`src/rtl/manual_set_button_conditioner.sv`:
```
// Manual-set button conditioning for the century clock:
// sync, debounce, press pulse and auto-repeat per button.

module manual_set_button_path #(
  parameter int DEBOUNCE_CYCLES = 4,
  parameter int REPEAT_DELAY    = 8,
  parameter int REPEAT_PERIOD   = 2,
  parameter bit BTN_ACTIVE_HIGH = 1'b1
) (
  input  logic clk,
  input  logic rst,
  input  logic manual_mode,
  input  logic btn_raw,
  output logic pulse,
  output logic held_next
);

  localparam int M1 = (DEBOUNCE_CYCLES > REPEAT_DELAY) ?
                      DEBOUNCE_CYCLES : REPEAT_DELAY;
  localparam int MX = (M1 > REPEAT_PERIOD) ? M1 : REPEAT_PERIOD;
  localparam int CW = $clog2(MX + 1);

  localparam logic [CW-1:0] DB_LAST = CW'(DEBOUNCE_CYCLES - 1);
  localparam logic [CW-1:0] RD_LAST = CW'(REPEAT_DELAY - 1);
  localparam logic [CW-1:0] RP_LAST = CW'(REPEAT_PERIOD - 1);
  localparam logic [CW-1:0] ONE     = CW'(1);
  localparam logic          REL_LVL = BTN_ACTIVE_HIGH ? 1'b0 : 1'b1;

  typedef enum logic [2:0] {
    IDLE     = 3'd0,
    DB_PRESS = 3'd1,
    HOLD     = 3'd2,
    REPEAT   = 3'd3,
    DB_REL   = 3'd4
  } state_t;

  state_t        state_q, state_d;
  logic [CW-1:0] cnt_q, cnt_d;
  logic [1:0]    sync_q, sync_d;
  logic          pulse_q, pulse_d;
  logic          p;

  // Sync chain resets to the raw released level so reset never looks like a press.
  assign sync_d = {sync_q[0], btn_raw};
  assign p      = BTN_ACTIVE_HIGH ? sync_q[1] : ~sync_q[1];

  always_comb begin
    state_d = state_q;
    cnt_d   = cnt_q + ONE;
    pulse_d = 1'b0;
    if (!manual_mode) begin
      state_d = IDLE;
      cnt_d   = '0;
    end else begin
      unique case (state_q)
        IDLE: begin
          cnt_d = '0;
          if (p) state_d = DB_PRESS;
        end
        DB_PRESS: begin
          if (!p) begin
            state_d = IDLE;
            cnt_d   = '0;
          end else if (cnt_q == DB_LAST) begin
            state_d = HOLD;
            cnt_d   = '0;
            pulse_d = 1'b1;
          end
        end
        HOLD: begin
          if (!p) begin
            state_d = DB_REL;
            cnt_d   = '0;
          end else if (cnt_q == RD_LAST) begin
            state_d = REPEAT;
            cnt_d   = '0;
            pulse_d = 1'b1;
          end
        end
        REPEAT: begin
          if (!p) begin
            state_d = DB_REL;
            cnt_d   = '0;
          end else if (cnt_q == RP_LAST) begin
            cnt_d   = '0;
            pulse_d = 1'b1;
          end
        end
        DB_REL: begin
          if (p) begin
            cnt_d = '0;
          end else if (cnt_q == DB_LAST) begin
            state_d = IDLE;
            cnt_d   = '0;
          end
        end
        default: begin
          state_d = IDLE;
          cnt_d   = '0;
        end
      endcase
    end
  end

  assign held_next = (state_d == HOLD) || (state_d == REPEAT);
  assign pulse     = pulse_q;

  always_ff @(posedge clk or negedge rst) begin
    if (!rst) begin
      sync_q  <= {2{REL_LVL}};
      state_q <= IDLE;
      cnt_q   <= '0;
      pulse_q <= 1'b0;
    end else begin
      sync_q  <= sync_d;
      state_q <= state_d;
      cnt_q   <= cnt_d;
      pulse_q <= pulse_d;
    end
  end

endmodule

module manual_set_button_conditioner #(
  parameter int DEBOUNCE_CYCLES = 4,
  parameter int REPEAT_DELAY    = 8,
  parameter int REPEAT_PERIOD   = 2,
  parameter bit BTN_ACTIVE_HIGH = 1'b1
) (
  input  logic clk,
  input  logic rst,
  input  logic manual_mode,
  input  logic btn_ss_yy_raw,
  input  logic btn_min_mon_raw,
  input  logic btn_hh_dd_raw,
  output logic manual_ss_yy_en,
  output logic manual_min_mon_en,
  output logic manual_hh_dd_en,
  output logic any_held
);

  logic [2:0] raw;
  logic [2:0] pulse;
  logic [2:0] held_next;
  logic       any_held_q, any_held_d;

  assign raw = {btn_hh_dd_raw, btn_min_mon_raw, btn_ss_yy_raw};

  for (genvar i = 0; i < 3; i++) begin : g_path
    manual_set_button_path #(
      .DEBOUNCE_CYCLES(DEBOUNCE_CYCLES),
      .REPEAT_DELAY   (REPEAT_DELAY),
      .REPEAT_PERIOD  (REPEAT_PERIOD),
      .BTN_ACTIVE_HIGH(BTN_ACTIVE_HIGH)
    ) u_path (
      .clk        (clk),
      .rst        (rst),
      .manual_mode(manual_mode),
      .btn_raw    (raw[i]),
      .pulse      (pulse[i]),
      .held_next  (held_next[i])
    );
  end

  assign any_held_d = |held_next;

  always_ff @(posedge clk or negedge rst) begin
    if (!rst) any_held_q <= 1'b0;
    else      any_held_q <= any_held_d;
  end

  assign manual_ss_yy_en   = pulse[0];
  assign manual_min_mon_en = pulse[1];
  assign manual_hh_dd_en   = pulse[2];
  assign any_held          = any_held_q;

endmodule

```
`config.mk`:
```
export PLATFORM = sky130hd
export DESIGN_NAME = manual_set_button_conditioner
export DESIGN_NICKNAME = d
export VERILOG_FILES = /design/src/rtl/manual_set_button_conditioner.sv
export SDC_FILE = /design/constraint.sdc
export NUM_CORES = 1
export LEC_CHECK = 0
export ABC_AREA = 1
export BUFFER_PORTS_ARGS = -buffer_cell sky130_fd_sc_hd__buf_4
export CAP_MARGIN = 20
export CORE_ASPECT_RATIO = 1.1
export CORE_MARGIN = 2
export CORE_UTILIZATION = 31
export CTS_CLUSTER_DIAMETER = 30
export CTS_CLUSTER_SIZE = 25
export DETAILED_ROUTE_END_ITERATION = 6
export GPL_TIMING_DRIVEN = 0
export MAX_ROUTING_LAYER = met4
export REMOVE_ABC_BUFFERS = 1
export SYNTH_ARGS = -nofsm -noshare
export SYNTH_HDL_FRONTEND = slang
export SYNTH_SLANG_ARGS = --single-unit
```
`constraint.sdc`:
```
create_clock -name clk -period 1.75 [get_ports clk]
set_clock_uncertainty 0.05 [all_clocks]
set_input_delay 0.175 -clock clk [delete_from_list [all_inputs] [get_ports clk]]
set_output_delay 0.175 -clock clk [all_outputs]
set_load 0.01 [all_outputs]
```
======== Yosys cells after proc, flatten, opt, wreduce, memory -nomap -nowiden ========
Index checks and enable logic that the tools add are counted.
operators by class
  add/sub/neg operators ................... 3
  reductions and logical operators ........ 7
  mux-type cells .......................... 81
  equal/unequal tests ..................... 27
operators by type and width
  kind                 number
  $mux 4               24
  $mux 3               27
  $pmux 4 s4           3
  $pmux 3 s5           3
  $eq 3x2->1 const B   12
  $mux 1               21
  $add 4x1->4 const B  3
  $eq 4x1->1 const B   3
  $eq 4x2->1 const B   3
  $eq 4x3->1 const B   3
  $eq 3x1->1 const B   3
  $eq 3x3->1 const B   3
  $logic_not 3->1      3
  $pmux 1 s3           3
  $logic_or 1x1->1     3
  $reduce_or 3->1      1
storage, ports and cells
  register bits ........................... 31
  output and inout port bits .............. 4
  logic and storage cells ................. 131
  input port bits ......................... 6

======== Depth between registers and ports, before layout ========
Gate-level depths: netlist of the first run.
  depth in word-level cells ............... 8
  depth in mapped cells ................... 9
  mapped depth without buffers ............ 9

======== Modules after synthesis ========
From an unflattened synthesis of the first run, not the netlist that was laid out.
second synthesis, totals
  cell total of the unflattened synthesis .. 252
  area total of the unflattened synthesis .. 1,878.1 µm²
by module, submodules not included
  module                                      area each (µm²)  times used  cells an instance
  manual_set_button_path at g_path[2].u_path  630.6            1           83
  manual_set_button_path at g_path[1].u_path  610.6            1           90
  manual_set_button_path at g_path[0].u_path  600.6            1           75
  manual_set_button_conditioner               36.3             1           4

======== Worst setup path after synthesis of the first run ========
OpenSTA, ideal clock, no wires.
  path type ............................... register to register
  start ................................... register g_path[2].u_path.cnt_q[0]
  end ..................................... register g_path[2].u_path.cnt_q[2]
  data arrival time ....................... 1,114 ps
  library setup time ...................... 71 ps
  required time ........................... 1,629 ps
  period minus slack after synthesis ...... 1,236 ps
  slack ................................... 514 ps
  cell stages (with the launch flop) ...... 9
  path through ............................ dfrtp_1 ha_1 nand2_2 nand2_1 nand3_2 nand2_1 nand2_1 nand2_2 nor2_1
on the way
  cells in the longest elaborated chain, start to end .. 5
RTL lines
  what                                       line  RTL
  start, declared                            38    logic [CW-1:0] cnt_q, cnt_d;
  start signal, assigned                     117   cnt_q <= cnt_d;
  $add 4x1->4, or another cell as far along  49    cnt_d = cnt_q + ONE;
  $mux 4 (on tied branches) (2 in series)    -
  $pmux 4 s4 *                               55    unique case (state_q)
  $mux 4 *                                   51    if (!manual_mode) begin
  net g_path[2].u_path.cnt_d[2]              38
The timed path passes the listed nets; every way through them passes the cells marked *.

======== Final worst setup path of the first run ========
  start ................................... register g_path[0].u_path.cnt_q[0]
  end ..................................... register g_path[0].u_path.cnt_q[0]
on the way
  cells in the longest elaborated chain, start to end .. 5
RTL lines
  what                                       line
  start, declared                            38
  start signal, assigned                     117
  $add 4x1->4, or another cell as far along  49
  $mux 4 (on tied branches) (2 in series)    -
  $pmux 4 s4 *                               55
  $mux 4 *                                   51
  net g_path[0].u_path.cnt_d[0]              38
Marked as above.

==> results of run 1 <==
-- metal layers --
metal / vias to the layer above / GRT usage [%]
li1: 741 / -
met1: 607 / 14.77
met2: 18 / 18.77
met3: 5 / 3.762
met4: 0 / 5.357
met5: - / -
-- metrics by stage --
step | total power, mW | hold slack [ps] | cell area [um^2] | cells | util [%]
floorplan | 0.8094 | -170.6 | 1719 | 222 | -
global placement | 0.8479 | 90.82 | 1881 | 306 | 35.08
detailed placement | 0.8472 | 89.31 | 1881 | 306 | 35.08
CTS | 1.365 | 217.6 | 1993 | 316 | 37.18
global route | 1.415 | 252.9 | 1993 | 316 | 37.18
finish | 1.337 | 218.5 | 1993 | 316 | 37.18
-- flip-flops by register name, summed over array words and instances, names as in the netlist --
| register | count |
|---|---|
| g_path.u_path.cnt_q | 12 |
| g_path.u_path.state_q | 9 |
| g_path.u_path.sync_q | 6 |
| g_path.u_path.pulse | 3 |
| any_held | 1 |
-- cell type report --
class,instances,area [um^2]
Sequential cell,31,775.7
Timing Repair Buffer,13,107.6
Multi-Input combinational cell,153,800.8
Clock buffer,6,72.57
Tap cell,75,93.84
Inverter,38,142.6
Fill cell,556,3367
-- worst max-delay path, stage by stage, from the launching register on --
cell and delay [ps]:
dfrtp_1 400, ha_1 290, nand2_1 130, nand2_1 100, nand2_1 50, nand2_1 50, nand2_1 50, nand2_1 120
nor2_1 60
-- logic make-up (layout without fill, tap and decap cells) --
kind of cell / after synthesis / in the layout / share of synthesized area, %
xor gates and xnor gates: 6 / 6 / 3.057
and+or+nand+nor: 119 / 119 / 31.59
AOI/OAI and AO/OA: 22 / 22 / 7.569
adders and majority gates: 6 / 6 / 4.367
buffers and inverters: 38 / 57 / 8.297
DFF: 31 / 31 / 45.12
-- power by group --
group | internal (mW) | switching [mW] | leakage [nW]
registers | 0.730 | 0.0103 | 0.416
clock network | 0.264 | 0.233 | 0.0371
logic | 0.0365 | 0.0635 | 0.575
-- worst paths after layout --
check / to / start / slack, ps
min in group asynchronous: g_path[0].u_path.pulse$_DFF_PN0_ / rst / 320
max reg2reg: g_path[0].u_path.cnt_q[0]$_DFF_PN0_ / g_path[0].u_path.cnt_q[0]$_DFF_PN0_ / 350
min reg2reg: g_path[0].u_path.sync_q[1]$_DFF_PN0_ / g_path[0].u_path.sync_q[0]$_DFF_PN0_ / 290
max: g_path[0].u_path.cnt_q[0]$_DFF_PN0_ / g_path[0].u_path.cnt_q[0]$_DFF_PN0_ / 350
min: g_path[0].u_path.state_q[2]$_DFF_PN0_ / manual_mode / 220
max in group asynchronous: g_path[0].u_path.sync_q[0]$_DFF_PN0_ / rst / 1040
-- cell usage in the layout, fill, tap and decap left out --
master and count:
nor2_2 8, nand4_1 1, inv_2 5, o2111ai_1 1, o21ai_1 7, inv_1 30, o22ai_1 2, nand3_1 17
xnor2_1 3, dlygate4sd3_1 4, dfrtp_1 31, clkbuf_1 1, o211ai_1 1, buf_4 9, nor2_4 1, xor2_1 3
nor2_1 25, o21ai_0 3, nand3b_1 2, nor4_1 3, nand3_2 2, ha_1 6, nand2_2 6, nand2_1 52
clkinv_1 3, clkbuf_8 5, a32oi_1 3, nor3_1 2, a21oi_1 5
-- what timing repair did --
action / 4_1_cts / 5_1_grt
hold endpoints to repair: 34 / 0
hold buffers: 4 / 0
buffers inserted: 0 / 0
resized for setup: 0 / 0
setup endpoints to repair: 0 / 0
==> results.json, run 1 <==
{
  "cts_tree": "done",
  "layout_setup_ws_ps": 346.8,
  "area.growth.synth_to_final_pct": 15.94,
  "dr.pass1.iters": 4,
  "reg2regPathDepth": 8,
  "start_util_pct": 32.07,
  "hold_path.class": "input port to flop",
  "status": "complete, no violations",
  "grt_max_degree": 32,
  "antennaDiodeCount": 0,
  "drc": 0,
  "clock_sinks": 31,
  "rows": 28,
  "yosys.area.top_type_share_pct": 45.12,
  "cts_root_buf": "clkbuf_8",
  "via_per_inst": 4.339,
  "drive_gt1_share_pct": 14.94,
  "grt_pass1_wl_mm": 5.540,
  "path_clk_slew_ps": 60,
  "clock_path_buffers": 2,
  "timing.final.crit_period_ps": 1403,
  "ir_drop_mv": 0.3992,
  "slew_viol_final": 0,
  "grt_pass1_vias": 1276,
  "slew_headroom_pct": 73.50,
  "antenna_left": 0,
  "dp_slack_ps": 366.0,
  "clk_latency_ps": 280,
  "critPathMaxFanout": 5,
  "fmax_mhz": 712.7,
  "wl_mm": 3.102,
  "synth_most_common_cell": "nand2_1",
  "dp_hpwl_mm": 2.253,
  "setup_viol": 0,
  "fp.coreArea_mm2": 0.005360,
  "final_nets": 254,
  "hold_depth": 3,
  "cts_max_level": 2,
  "track_usage_pct": 12.23,
  "critPathCaptureType": "flop",
  "path_class": "flop to flop",
  "worstSetupStartpointType": "flop",
  "vias": 1371,
  "p_per_area_mw_per_mm2": 670.6,
  "p_leak_nw": 1.028,
  "die_w_um": 75.01,
  "ys_types": 25,
  "wl_met3_um": 118,
  "ys_ff_latch": 31,
  "place_congestion": 0.8897,
  "drv_cap": 0,
  "yosys.area.top_type": "dfrtp_1",
  "drt_iter0_markers": 50,
  "netlist_top_cells_count": "nand2_1, dfrtp_1, inv_1, nor2_1, nand3_1",
  "antenna_found_initial": 0,
  "synthArstFlopShare_pct": 100.0,
  "wl_per_cell_um": 9.816,
  "topRoutingLayerUsed": "met4",
  "synth_warnings": 0,
  "drt-met1-wl_mm": 1.570,
  "dieArea_mm2": 0.006158,
  "synthCells": 222,
  "worstPathRequired_ps": 1860,
  "arrival_ps": 1520,
  "fin_crit_sh_pct": 80.18,
  "syn_area_per_cell_um2": 7.744,
  "worst_pin_slew_ps": 397.6,
  "rsz0062_at_grt": "no",
  "io_buffer_count": 9,
  "synth_edf_count": 0,
  "die_h_um": 82.11,
  "met2_length_mm": 1.365,
  "grt_overflow": 0,
  "synth_area_leaders": "dfrtp_1, nand2_1, inv_1, nor2_1, nand3_1",
  "io_pins": 10,
  "numCtsBuffers": 5,
  "ys.flop_type": "dfrtp_1",
  "hold_viol_final": 0,
  "synth_seq_area_share_pct": 45.12,
  "syn_area_mm2": 0.001719,
  "setup_tns_ps": 0
}
Power figures use the tool's default switching activity.
==> run 2, diff against run 1 <==
--- a/config.mk
+++ b/config.mk
@@ -5,7 +5,7 @@
 export SDC_FILE = /design/constraint.sdc
 export NUM_CORES = 1
 export LEC_CHECK = 0
-export ABC_AREA = 1
+export ABC_AREA = 0
 export BUFFER_PORTS_ARGS = -buffer_cell sky130_fd_sc_hd__buf_4
 export CAP_MARGIN = 20
 export CORE_ASPECT_RATIO = 1.1
==> constraint.sdc (replaced) <==
create_clock -name clk -period 1.2 [get_ports clk]
set_clock_uncertainty 0.05 [all_clocks]
set_input_delay 0.12 -clock clk [delete_from_list [all_inputs] [get_ports clk]]
set_output_delay 0.12 -clock clk [all_outputs]
set_load 0.01 [all_outputs]
==> results.json, run 2 <==
{
  "rsz0062_at_grt": "yes",
  "cpMaxStageDelayCell": "dfrtp_2",
  "grt_overflow": 0,
  "place_congestion": 0.7990,
  "synth_seq_area_share_pct": 47.55,
  "switchingPower_mw": 0.4730,
  "dieArea_mm2": 0.005860,
  "antennaDiodeCount": 0,
  "clk_latency_ps": 280,
  "hold_viol_final": 0,
  "p_leak_nw": 0.8718,
  "synth_edf_count": 0,
  "finalPower_mw": 1.999,
  "path_clk_slew_ps": 70,
  "start_util_pct": 32.41,
  "vias": 1293,
  "slew_viol_final": 0,
  "pwr-share-seq_pct": 54.4,
  "cts_max_level": 2,
  "netlist_top_cells_count": "dfrtp_1, nor3_1",
  "drv_cap": 0,
  "clock_sinks": 31,
  "yosys.area.top_type": "dfrtp_1",
  "synth_area_leaders": "dfrtp_1, ha_1, xnor2_1, nor2b_1, nor3_1",
  "worst_pin_slew_ps": 390.2,
  "slew_headroom_pct": 73.99,
  "p_int_mw": 1.526,
  "critPathCaptureType": "flop",
  "dp_hpwl_mm": 1.920,
  "drc": 0,
  "layout_setup_ws_ps": -306.6,
  "arrival_ps": 1610,
  "cts_tree": "done",
  "fmax_mhz": 663.8,
  "antenna_found_initial": 0,
  "final_common_cell": "buf_4",
  "final_nets": 203,
  "ys_types": 38,
  "critPathMaxFanout": 5,
  "largest_reg_flops": 12,
  "syn_area_per_cell_um2": 10.39,
  "track_usage_pct": 13.11,
  "area.growth.synth_to_final_pct": 37.27,
  "ys.flop_type": "dfrtp_1",
  "worstSetupStartpointType": "flop",
  "setup_viol": 25,
  "fin_cells": 250,
  "violations": "negative setup slack",
  "clockPowerShare_pct": 39.3,
  "p_per_area_mw_per_mm2": 892.6,
  "comb_power_share_pct": 6.3,
  "hold_path.class": "input port to flop",
  "numCtsBuffers": 5,
  "status": "finished with violations",
  "ir_drop_mv": 0.4521,
  "clock_path_buffers": 2,
  "synthCells": 157,
  "rows": 27,
  "fp.coreArea_mm2": 0.005034,
  "wl_mm": 3.485,
  "fin_crit_sh_pct": 125.5,
  "dp.cells": 217,
  "dr.pass1.iters": 4,
  "path_class": "flop to flop",
  "via_per_inst": 5.172,
  "reg.largest.list": "g_path.u_path.cnt_q: 12 flops, g_path.u_path.state_q: 9 flops, g_path.u_path.sync_q: 6 flops",
  "cpPeakStageDelay_ps": 450,
  "die_h_um": 80.09,
  "cts_root_buf": "clkbuf_8",
  "timing.final.crit_period_ps": 1507,
  "final_cell_mix": "buf_4, dfrtp_1, nor3_2",
  "synth_warnings": 0,
  "grt_pass1_vias": 1270,
  "grt_pass1_wl_mm": 5.796,
  "io_pins": 10,
  "yosys.area.top_type_share_pct": 47.55,
  "worstPathRequired_ps": 1300,
  "syn_area_mm2": 0.001632,
  "synthArstFlopShare_pct": 100.0,
  "swShare_pct": 23.66,
  "drt_iter0_markers": 56,
  "die_w_um": 73.17,
  "io_buffer_count": 9,
  "regMostFlops": "g_path.u_path.cnt_q",
  "antenna_left": 0,
  "grt_max_degree": 32,
  "synth_most_common_cell": "dfrtp_1",
  "path_cells": "ha_4 > nor3b_4 > a21oi_2 > nor2_2 > or3_1",
  "wl_per_cell_um": 13.94,
  "ys_ff_latch": 31,
  "fillCellCount": 479,
  "drive_gt1_share_pct": 44.27
}
[run 2: cell types whose count changed in the layout (fill, tap and decap cells not counted), moves of 7 or more]
cell     before  now
o21ai_1       7    0
nand3_1      17    8
inv_1        30    4
nor3_2        0   10
buf_4         9   27
nand2_1      52    7
nor2_1       25    7
[run 2: worst paths after layout]
| path | from | end | slack [ps] | cells past startpoint |
|---|---|---|---|---|
| max reg2reg | g_path[1].u_path.cnt_q[0]$_DFF_PN0_ | any_held$_DFF_PN0_ | -310 | 5 |
| min reg2reg | g_path[1].u_path.sync_q[0]$_DFF_PN0_ | g_path[1].u_path.sync_q[1]$_DFF_PN0_ | 300 | 0 |
| min in group asynchronous | rst | g_path[0].u_path.cnt_q[3]$_DFF_PN0_ | 260 | 2 |
| min | manual_mode | g_path[1].u_path.state_q[2]$_DFF_PN0_ | 90 | 2 |
| max | g_path[1].u_path.cnt_q[0]$_DFF_PN0_ | any_held$_DFF_PN0_ | -310 | 5 |
| max in group asynchronous | rst | g_path[0].u_path.state_q[2]$_DFF_PN0_ | 530 | 2 |
[run 2: through the flow]
step,hold WS (ps),worst slack (ps),instance area (um^2),util [%],TNS (ps)
floorplan,-225.6,-329.5,1589,-,-3955
global placement,32.71,-412.8,1729,34.35,-6712
detailed placement,30.40,-407.1,1729,34.35,-6850
CTS,88.53,-315.4,2057,40.87,-5155
global route,90.34,-374.4,2240,44.49,-7377
finish,92.92,-306.6,2240,44.49,-5349
[run 2: cells by family (layout without fill, tap and decap cells)]
logic type,Yosys count,count (layout),share of synthesized area [%]
and+or+nand+nor,65,65,24.54
xor gates and xnor gates,9,9,4.832
DFF,31,31,47.55
muxes,1,1,0.6901
buffers and inverters,14,49,4.218
AOI/OAI and AO/OA,31,31,13.57
adders and majority gates,6,6,4.601
[run 2: final cells by class]
class	count	area [um^2]	share of cell area, %
tap	58	72.57	3.240
sequential	31	783.3	34.97
timing repair buffer	34	276.5	12.35
clock inverter	1	5.005	0.2235
inverter	7	28.78	1.285
multi-input combinational	112	997.2	44.53
clock buffer	7	76.32	3.408
[run 2: worst max-delay path, delay by kind of cell, from the launching register on]
| family | cells | cell delay, ps |
|---|---|---|
| and+or+nand+nor | 3 | 550 |
| DFF | 1 | 450 |
| AOI/OAI and AO/OA | 1 | 150 |
| adders and majority gates | 1 | 180 |
[run 2: power groups by stage]
| stage | sequential (mW) | clock [mW] | combinational [mW] |
|---|---|---|---|
| after global placement | 1.10 | 0 | 0.0959 |
| after floorplan | 1.10 | 0 | 0.0479 |
| final | 1.09 | 0.785 | 0.127 |
| after CTS | 1.08 | 0.824 | 0.115 |
| after global routing | 1.09 | 0.890 | 0.144 |
| after detailed placement | 1.10 | 0 | 0.0958 |
[run 2: routing by layer]
layer | GRT usage [%] | up-vias | part of all wire (%)
met4 | 2.593 | 0 | 0.89
li1 | - | 633 | -
met1 | 16.74 | 632 | 45
met5 | - | - | 0
met2 | 19.91 | 24 | 50
met3 | 4.893 | 4 | 3.7
[run 2: what timing repair did]
action / in CTS / in global routing
gates resized for setup: 30 / 26
pin swaps: 23 / 13
hold buffers: 4 / 0
endpoints found under the hold margin: 34 / 0
endpoints found under the setup margin: 25 / 25
buffers inserted: 12 / 9
